**src/rtl/odd_parity_serial_tx_pkg.sv**
```systemverilog
// Shared definitions for the odd-parity serial transmitter: FSM state encodings
// and the framing bit levels.
package odd_parity_serial_tx_pkg;

    typedef enum logic [2:0] {
        ST_IDLE   = 3'd0,
        ST_START  = 3'd1,
        ST_DATA   = 3'd2,
        ST_PARITY = 3'd3,
        ST_STOP   = 3'd4
    } tx_state_e;

    localparam logic START_BIT = 1'b0;
    localparam logic STOP_BIT  = 1'b1;

endpackage

```
**src/rtl/odd_parity_serial_tx_bit_timer.sv**
```systemverilog
// Bit-period timer: counts CLKS_PER_BIT cycles per serial bit and flags the last
// cycle of each period. restart realigns the count to the first cycle of a bit.
module odd_parity_serial_tx_bit_timer #(
    parameter int CLKS_PER_BIT = 4
) (
    input  logic clk,
    input  logic rst,
    input  logic restart,
    output logic bit_end,
    output logic bit_end_next
);

    localparam int CNT_W = (CLKS_PER_BIT > 1) ? $clog2(CLKS_PER_BIT) : 1;
    localparam logic [CNT_W-1:0] LAST = CNT_W'(CLKS_PER_BIT - 1);

    logic [CNT_W-1:0] cnt_q, cnt_d;
    logic             bit_end_q, bit_end_d;

    // Reload at terminal count so the counter never wraps mid-bit.
    always_comb begin
        cnt_d = cnt_q + CNT_W'(1);
        if (restart || (cnt_q == LAST)) begin
            cnt_d = '0;
        end
        bit_end_d = (cnt_d == LAST);
    end

    always_ff @(posedge clk or posedge rst) begin
        if (rst) begin
            cnt_q     <= '0;
            bit_end_q <= (CLKS_PER_BIT == 1);
        end else begin
            cnt_q     <= cnt_d;
            bit_end_q <= bit_end_d;
        end
    end

    assign bit_end      = bit_end_q;
    assign bit_end_next = bit_end_d;

endmodule

```
**src/rtl/odd_parity_serial_tx.sv**
```systemverilog
// Serialises a data word plus its odd parity bit as start, data LSB-first, parity,
// stop, and flags a parity_in that does not make the word odd.
module odd_parity_serial_tx
    import odd_parity_serial_tx_pkg::*;
#(
    parameter int DATA_W       = 4,
    parameter int CLKS_PER_BIT = 4
) (
    input  logic              clk,
    input  logic              rst,
    input  logic [DATA_W-1:0] data_in,
    input  logic              parity_in,
    input  logic              in_valid,
    output logic              in_ready,
    output logic              tx_out,
    output logic              tx_busy,
    output logic              frame_done,
    output logic              par_err
);

    localparam int IDX_W = (DATA_W > 1) ? $clog2(DATA_W) : 1;
    localparam logic [IDX_W-1:0] LAST_IDX = IDX_W'(DATA_W - 1);

    tx_state_e         state_q, state_d;
    logic [DATA_W-1:0] shift_q, shift_d;
    logic              parity_q, parity_d;
    logic [IDX_W-1:0]  bit_idx_q, bit_idx_d;
    logic              tx_out_q, tx_out_d;
    logic              in_ready_q, in_ready_d;
    logic              tx_busy_q, tx_busy_d;
    logic              frame_done_q, frame_done_d;
    logic              par_err_q, par_err_d;
    logic              restart, bit_end, bit_end_next, accept;

    odd_parity_serial_tx_bit_timer #(
        .CLKS_PER_BIT (CLKS_PER_BIT)
    ) u_bit_timer (
        .clk          (clk),
        .rst          (rst),
        .restart      (restart),
        .bit_end      (bit_end),
        .bit_end_next (bit_end_next)
    );

    assign accept = (state_q == ST_IDLE) && in_valid && in_ready_q;

    always_comb begin
        state_d    = state_q;
        shift_d    = shift_q;
        parity_d   = parity_q;
        bit_idx_d  = bit_idx_q;
        tx_out_d   = tx_out_q;
        in_ready_d = in_ready_q;
        tx_busy_d  = tx_busy_q;
        par_err_d  = 1'b0;
        restart    = 1'b0;
        unique case (state_q)
            ST_IDLE: begin
                tx_out_d   = STOP_BIT;
                in_ready_d = 1'b1;
                tx_busy_d  = 1'b0;
                if (accept) begin
                    shift_d    = data_in;
                    parity_d   = parity_in;
                    state_d    = ST_START;
                    tx_out_d   = START_BIT;
                    in_ready_d = 1'b0;
                    tx_busy_d  = 1'b1;
                    par_err_d  = (parity_in != ~^data_in);
                    restart    = 1'b1;
                end
            end
            ST_START: begin
                if (bit_end) begin
                    state_d   = ST_DATA;
                    bit_idx_d = '0;
                    tx_out_d  = shift_q[0];
                    shift_d   = shift_q >> 1;
                end
            end
            ST_DATA: begin
                if (bit_end) begin
                    if (bit_idx_q == LAST_IDX) begin
                        state_d  = ST_PARITY;
                        tx_out_d = parity_q;
                    end else begin
                        bit_idx_d = bit_idx_q + IDX_W'(1);
                        tx_out_d  = shift_q[0];
                        shift_d   = shift_q >> 1;
                    end
                end
            end
            ST_PARITY: begin
                if (bit_end) begin
                    state_d  = ST_STOP;
                    tx_out_d = STOP_BIT;
                end
            end
            ST_STOP: begin
                if (bit_end) begin
                    state_d    = ST_IDLE;
                    tx_out_d   = STOP_BIT;
                    in_ready_d = 1'b1;
                    tx_busy_d  = 1'b0;
                end
            end
            default: begin
                state_d    = ST_IDLE;
                tx_out_d   = STOP_BIT;
                in_ready_d = 1'b1;
                tx_busy_d  = 1'b0;
            end
        endcase
        // Registered pulse lands on the last STOP cycle, seen one cycle ahead.
        frame_done_d = (state_d == ST_STOP) && bit_end_next;
    end

    always_ff @(posedge clk or posedge rst) begin
        if (rst) begin
            state_q      <= ST_IDLE;
            bit_idx_q    <= '0;
            tx_out_q     <= STOP_BIT;
            in_ready_q   <= 1'b1;
            tx_busy_q    <= 1'b0;
            frame_done_q <= 1'b0;
            par_err_q    <= 1'b0;
        end else begin
            state_q      <= state_d;
            bit_idx_q    <= bit_idx_d;
            tx_out_q     <= tx_out_d;
            in_ready_q   <= in_ready_d;
            tx_busy_q    <= tx_busy_d;
            frame_done_q <= frame_done_d;
            par_err_q    <= par_err_d;
        end
    end

    always_ff @(posedge clk) begin
        shift_q  <= shift_d;
        parity_q <= parity_d;
    end

    assign in_ready   = in_ready_q;
    assign tx_out     = tx_out_q;
    assign tx_busy    = tx_busy_q;
    assign frame_done = frame_done_q;
    assign par_err    = par_err_q;

endmodule
```
**config.mk**
```make
export PLATFORM = sky130hd
export DESIGN_NAME = odd_parity_serial_tx
export DESIGN_NICKNAME = d
export VERILOG_FILES = /design/src/rtl/odd_parity_serial_tx_pkg.sv /design/src/rtl/odd_parity_serial_tx_bit_timer.sv /design/src/rtl/odd_parity_serial_tx.sv
export SDC_FILE = /design/constraint.sdc
export NUM_CORES = 1
export LEC_CHECK = 0
export BUFFER_PORTS_ARGS = -buffer_cell sky130_fd_sc_hd__buf_4
export CAP_MARGIN = 30
export CELL_PAD_IN_SITES_DETAIL_PLACEMENT = 1
export CELL_PAD_IN_SITES_GLOBAL_PLACEMENT = 1
export CORE_MARGIN = 4
export CORE_UTILIZATION = 40
export DETAILED_ROUTE_END_ITERATION = 8
export PLACE_DENSITY_LB_ADDON = 0.1
export SLEW_MARGIN = 5
export SYNTH_ARGS = -nofsm -noshare
export SYNTH_HDL_FRONTEND = slang
export SYNTH_SLANG_ARGS = --single-unit
export TNS_END_PERCENT = 5
```
**constraint.sdc**
```tcl
create_clock -name clk -period 1.76 [get_ports clk]
set_input_delay 0.264 -clock clk [delete_from_list [all_inputs] [get_ports clk]]
set_output_delay 0.264 -clock clk [all_outputs]
set_load 0.02 [all_outputs]
```
==> qor.txt, run 1 <==
starting density of the core: 44.0%
Slew HR: 67.0%
Tcrit/Tclk final: 91.2%
Antenna Cells: 0
initial antenna violation count: 0
worst endpoint data arrival time: 1.66 ns
largest cells by area after synthesis: dfrtp_1 (31%), edfxtp_1 (17%), mux2_1 (6.3%), dfstp_2 (5.8%), xnor2_1 (3.9%)
Core Area: 2040 µm²
Clock Sinks: 18
Synth Register Bits: 18
fillers: 240
# resized after CTS: 0
GRT Util Overall: 12.2%
Avg Cell Area, Syn: 11.4 µm²
IO Pins: 13
RePlAce Congestion: 0.762
Setup Skew: 0.00265 ns
vias post-DR: 620
fin. max-slew vios: 0
Post-synth EDFFs: 5
CTS H-Tree Depth: 1
Hold Fails Final Rpt: 11
setup_tns: 0 ns
Area Growth Syn to Fin: 14.8%
syn nets: 89
CP Capture Type: flip-flop
Hold WC Path Type: in2async
CP startpoint kind: flip-flop
WL final: 1740 µm
nets: 103
vias in the first global route: 629
row cnt: 16
peak fanout along the critical path: 12
port bufs: 12
Clock transition at path regs: 0.11 ns
Die Ht: 55.4 µm
iteration count of the initial detailed-routing pass: 3
antenna viol nets, final: 0
Final Instance Area: 1030 µm²
Tmin final: 1.60 ns
Mapped Area: 898 µm²
status: finished, violations left
worst reg2reg path startpoint: state_q[1]
area share of the leading cell type in the synthesized netlist: 30.6%
Area after DPL: 1000 µm²
worst skew pair latency: 0.29 ns
Mapped Cells: 79
register area: 478 µm²
Die X: 55.4 µm
die area: 3070 µm²
Synth Flop Type: dfrtp_1
max_cap viols: 0
Leakage: 0.000450 µW
failing checks: hold timing
RSZ-0062 raised after global routing: false
YS warnings: 0
largest net degree at the start of global routing: 14
CTS Buf Count: 3
hold_ws: -0.0187 ns
Post-DP HPWL: 1320 µm
worst setup path start: state_q[1]
fraction of layout cells with a size suffix above 1: 25.0%
Vias per Instance: 5.21
Initial DRC Count: 18
CTS max path bufs: 2
Unique masters post-synth: 35
Congestion Overflow GR: 0
Power Density: 1690 nW/µm²
Setup-failing EPs final: 0
peak supply drop: 0.823 mV
most numerous cell in the Yosys netlist: dfrtp_1
clk root buf: clkbuf_4
routed len/inst: 14.6 µm
Post-CTS Setup Bufs: 0
hold buffers post-CTS: 0
Crit path required time: 1.81 ns
Crit Path Class: reg2reg
Synth async-reset ratio: 72.2%
utilization after layout: 50.5%
Yosys top cell by area: dfrtp_1
top post-synthesis cells by count: dfrtp_1 (11), nor2_1 (6), edfxtp_1 (5), mux2_1 (5)
CTS tree: yes
DRC: 0
fmax: 0.623 GHz
global-route wire length before repair: 2910 µm
Multi-input gate area: 392 µm²
Worst-Margin Slew: 0.494 ns
register area share after synthesis: 53.2%
[sequential cells by signal, summed over array words and instances, names as in the netlist]
register             flops
state_q                  3
in_ready                 1
bit_idx_q                2
shift_q                  4
tx_out                   1
tx_busy                  1
u_bit_timer.bit_end      1
u_bit_timer.cnt_q        2
par_err                  1
frame_done               1
parity_q                 1
[worst max-delay path, cell delays in order, from the launching register on]
cell	delay [ns]
dfrtp_1	0.53
nand2b_1	0.23
a21oi_2	0.26
mux2_1	0.34
[cells in the final DEF (no fill, tap or decap)]
master,count
dfrtp_1,11
mux2i_1,1
xor2_1,2
ha_1,2
o32a_1,1
inv_2,1
nor2_2,1
a21oi_1,2
inv_1,2
nand2b_1,4
nor3_1,3
a31oi_1,1
a21o_1,1
nand3b_1,2
clkbuf_4,3
o22ai_1,1
o21ai_0,3
nor2_1,6
nand2_1,3
dfstp_2,2
a21oi_2,1
nor4b_2,1
nand2_2,1
mux2_1,5
nor3b_1,1
or4_4,1
and2_1,1
buf_4,12
o31a_1,1
xnor2_1,4
clkinv_1,1
nand3_1,1
nor2b_1,2
o21ai_1,2
edfxtp_1,5
or3_1,1
[cells by family after synthesis]
kind of cell	synth area share, %
buf+inv	3.20
mux	7.38
simple gates	18.4
fa+ha+maj	2.79
xor+xnor	5.85
flops	53.2
compound gates	9.19
[worst paths after layout]
check / end / slack [ns] / cells after the start
setup / recovery: shift_q[2] / 0.16 / 3
hold / removal: bit_idx_q[1] / -0.02 / 2
setup reg to reg: shift_q[2] / 0.16 / 3
hold reg to reg: tx_busy / 0.49 / 1
max in group asynchronous: tx_out / 1.43 / 2
min in group clk: parity_q / 0.16 / 1
[power breakdown]
part | leakage [µW] | internal [µW] | total (µW) | switching [µW]
Combinational | 0.000224 | 345 | 722 | 376
Sequential | 0.000210 | 637 | 811 | 174
Clock | 0.0000154 | 82.6 | 215 | 132
Total | 0.000450 | 1060 | 1750 | 682
[stage by stage]
| step | total power, µW | setup WS (ns) | hold WS (ns) | std cells |
|---|---|---|---|---|
| final | 1750 | 0.155 | -0.0187 | 119 |
| after detailed placement | 1550 | 0.169 | 0.334 | 115 |
| after global placement | 1520 | 0.214 | 0.330 | 115 |
| after floorplan | 1360 | 0.273 | 0.140 | 79 |
| after CTS | 1770 | 0.154 | 0.00306 | 119 |
| after global routing | 1900 | 0.0507 | 0.0114 | 119 |
[per-layer routing]
layer  global-route usage, %  wire [µm]  vias up
li1                        -          -      303
met1                    15.1        796      304
met2                    19.9        858       11
met3                    5.13         74        2
met4                    2.08          7        0
met5                       0          0        -
[final cells by class]
type,instances,area share (%)
well taps,27,3.28
flip-flops and latches,18,46.4
clock inverters,1,0.364
multi-input cells,55,38.0
repair buffers,12,8.74
inverters,3,1.09
clock buffers,3,2.18
No activity file was read; power rests on OpenSTA's default activity.
==> run 2: changes to the inputs <==
--- a/config.mk
+++ b/config.mk
@@ -11,7 +11,9 @@
 export CELL_PAD_IN_SITES_GLOBAL_PLACEMENT = 1
 export CORE_MARGIN = 4
 export CORE_UTILIZATION = 40
+export CTS_CLUSTER_SIZE = 16
 export DETAILED_ROUTE_END_ITERATION = 8
+export HOLD_SLACK_MARGIN = 0.02
 export PLACE_DENSITY_LB_ADDON = 0.1
 export SLEW_MARGIN = 5
 export SYNTH_ARGS = -nofsm -noshare
==> qor.txt, run 2 (synthesis gave the netlist of run 1 again) <==
status: complete, no violations
r2r endpoint: shift_q[2]
Hold Path Depth: 1
worst hold endpoint: parity_q
Die Ht: 55.4 µm (unchanged)
GRT Util Overall: 12.3% (+0.097 points)
crit-path leading delay family: flip-flops
worst skew pair latency: 0.29 ns (about the same)
Antenna Cells: 0 (unchanged)
max_cap viols: 0 (unchanged)
global-route wire length before repair: 2940 µm (+0.96%)
Crit Path Class: reg2reg
CTS H-Tree Depth: 1 (unchanged)
iteration count of the initial detailed-routing pass: 4 (+1)
most frequent cells in the layout: buf_4 (12), dfrtp_1 (11), nor2_1 (6), mux2_1 (5), edfxtp_1 (5)
DRC: 0 (unchanged)
most common cell after layout, fill and taps aside: buf_4
Power Density: 1680 nW/µm² (-0.83%)
Int Pwr: 1070 µW (+0.21%)
fillers: 238 (-0.83%)
fmax: 0.625 GHz (+0.30%)
Final Instance Area: 1040 µm² (+0.97%)
peak fanout along the critical path: 12 (unchanged)
CP startpoint kind: flip-flop
Final WS setup: 0.160 ns (+0.00478 ns)
WL final: 1750 µm (+0.98%)
Switch Pwr: 683 µW (about the same)
Initial DRC Count: 17 (-1)
CP Capture Type: flip-flop
reg2reg setup slack: 0.16 ns (about the same)
peak per-stage delay on the critical path: 0.53 ns (about the same)
Core Area: 2040 µm² (unchanged)
RSZ-0062 raised after global routing: false
Slowest-stage cell, CP: dfrtp_1
sequential power share: 46.4% (about the same)
Clk network pwr share: 12.2% (about the same)
die area: 3070 µm² (unchanged)
CTS tree: yes
Die X: 55.4 µm (unchanged)
max reg flops: 4 (unchanged)
Placed Cells incl. Taps: 115 (unchanged)
IO Pins: 13 (unchanged)
routed len/inst: 14.6 µm (+0.14%)
row cnt: 16 (unchanged)
combinational power share: 41.5% (+0.2 points)
Largest regs: shift_q (4), state_q (3)
Setup Skew: 0.00131 ns (-0.00134 ns)
worst reg2reg path startpoint: state_q[1]
Vias per Instance: 5.23 (+0.45%)
fin. max-slew vios: 0 (unchanged)
worst endpoint data arrival time: 1.65 ns (about the same)
fraction of layout cells with a size suffix above 1: 24.7% (-0.27 points)
Pwr Total: 1750 µW (+0.14%)
clk root buf: clkbuf_4
Cell Count, Final, Fillers Out: 120 (+0.84%)
Area Growth Syn to Fin: 15.9%
vias post-DR: 628 (+1.3%)
Crit path required time: 1.81 ns (about the same)
peak supply drop: 0.823 mV (+0.11%)
nets: 104 (+0.97%)
Leakage: 0.000454 µW (+0.93%)
Area after DPL: 1000 µm² (unchanged)
Tcrit/Tclk final: 90.9% (-0.27 points)
Post-DP HPWL: 1320 µm (unchanged)
Clock transition at path regs: 0.10 ns (about the same)
CP Buf/Inv Count: 0 (unchanged)
Slew HR: 67.0% (about the same)
Worst R2R Path Depth: 3 (unchanged)
Worst-Margin Slew: 0.494 ns (-0.000599 ns)
initial antenna violation count: 0 (unchanged)
starting density of the core: 44.0% (unchanged)
Tmin final: 1.60 ns (-0.00477 ns)
Congestion Overflow GR: 0 (unchanged)
Hold Fails Final Rpt: 0 (-11)
RePlAce Congestion: 0.762 (unchanged)
Sw Ratio: 39.0% (-0.042 points)
vias in the first global route: 632 (+0.48%)
Hold Startpoint: parity_in
Hold WC Path Type: in2reg
CTS Buf Count: 3 (unchanged)
port bufs: 12 (unchanged)
Most flops, register: shift_q
Clock Sinks: 18 (unchanged)
setup_tns: 0 ns (unchanged)
CTS max path bufs: 2 (unchanged)
worst-path cell chain: nand2b_1 -> a21oi_2 -> mux2_1
setup slack at placement: 0.169 ns (unchanged)
largest net degree at the start of global routing: 14 (unchanged)
Setup-failing EPs final: 0 (unchanged)
Post-CTS Setup Bufs: 0 (unchanged)
antenna viol nets, final: 0 (unchanged)
## run 2: cell types whose count changed in the layout (fill, tap and decap cells not counted), sizes merged
cell / delta
dlygate4sd3: +1
## run 2: worst max-delay path by stage
| stage | endpoint | slack, ns | from | depth (start not counted) |
|---|---|---|---|---|
| final | shift_q[2] | 0.16 | state_q[1] | 3 |
| after global placement | shift_q[0] | 0.21 | state_q[1] | 3 |
| after detailed placement | shift_q[2] | 0.17 | state_q[1] | 3 |
| after CTS | shift_q[2] | 0.15 | state_q[1] | 3 |
| after global routing | shift_q[0] | 0.05 | state_q[1] | 3 |
| after floorplan | parity_q | 0.27 | in_ready | 3 |
## run 2: area by class of cell
type,instances,area [µm²],share of cell area (%)
flip-flops and latches,18,478,45.9
multi-input cells,55,392,37.6
repair buffers,13,100,9.62
well taps,27,33.8,3.25
clock buffers,3,22.5,2.16
inverters,3,11.3,1.08
clock inverters,1,3.75,0.361
## run 2: metal layers
metal | global-route usage, % | vias up | part of all wire [%]
met2 | 19.9 | 13 | 49
met5 | 0 | - | 0
met1 | 15.4 | 310 | 45
met3 | 5.13 | 2 | 5.5
li1 | - | 303 | -
met4 | 2.08 | 0 | 0.40
## run 2: repair_timing
item / 4_1_cts / 5_1_grt
hold buffers: 1 / 0
hold endpoints to repair: 11 / 0
gates resized for setup: 0 / 0
setup endpoints to repair: 0 / 0
## run 2: stage by stage
stage	hold slack [ns]	utilization [%]
2_1_floorplan	0.140	-
3_3_place_gp	0.330	49.2
3_5_place_dp	0.334	49.2
4_1_cts	0.152	51.0
5_1_grt	0.139	51.0
6_report	0.161	51.0
## run 2: power groups by stage
stage | Sequential [µW] | Clock, µW | Combinational [µW]
after floorplan | 766 | 0 | 597
after global placement | 807 | 0 | 716
after detailed placement | 819 | 0 | 734
after CTS | 811 | 223 | 740
after global routing | 838 | 243 | 823
final | 811 | 213 | 726
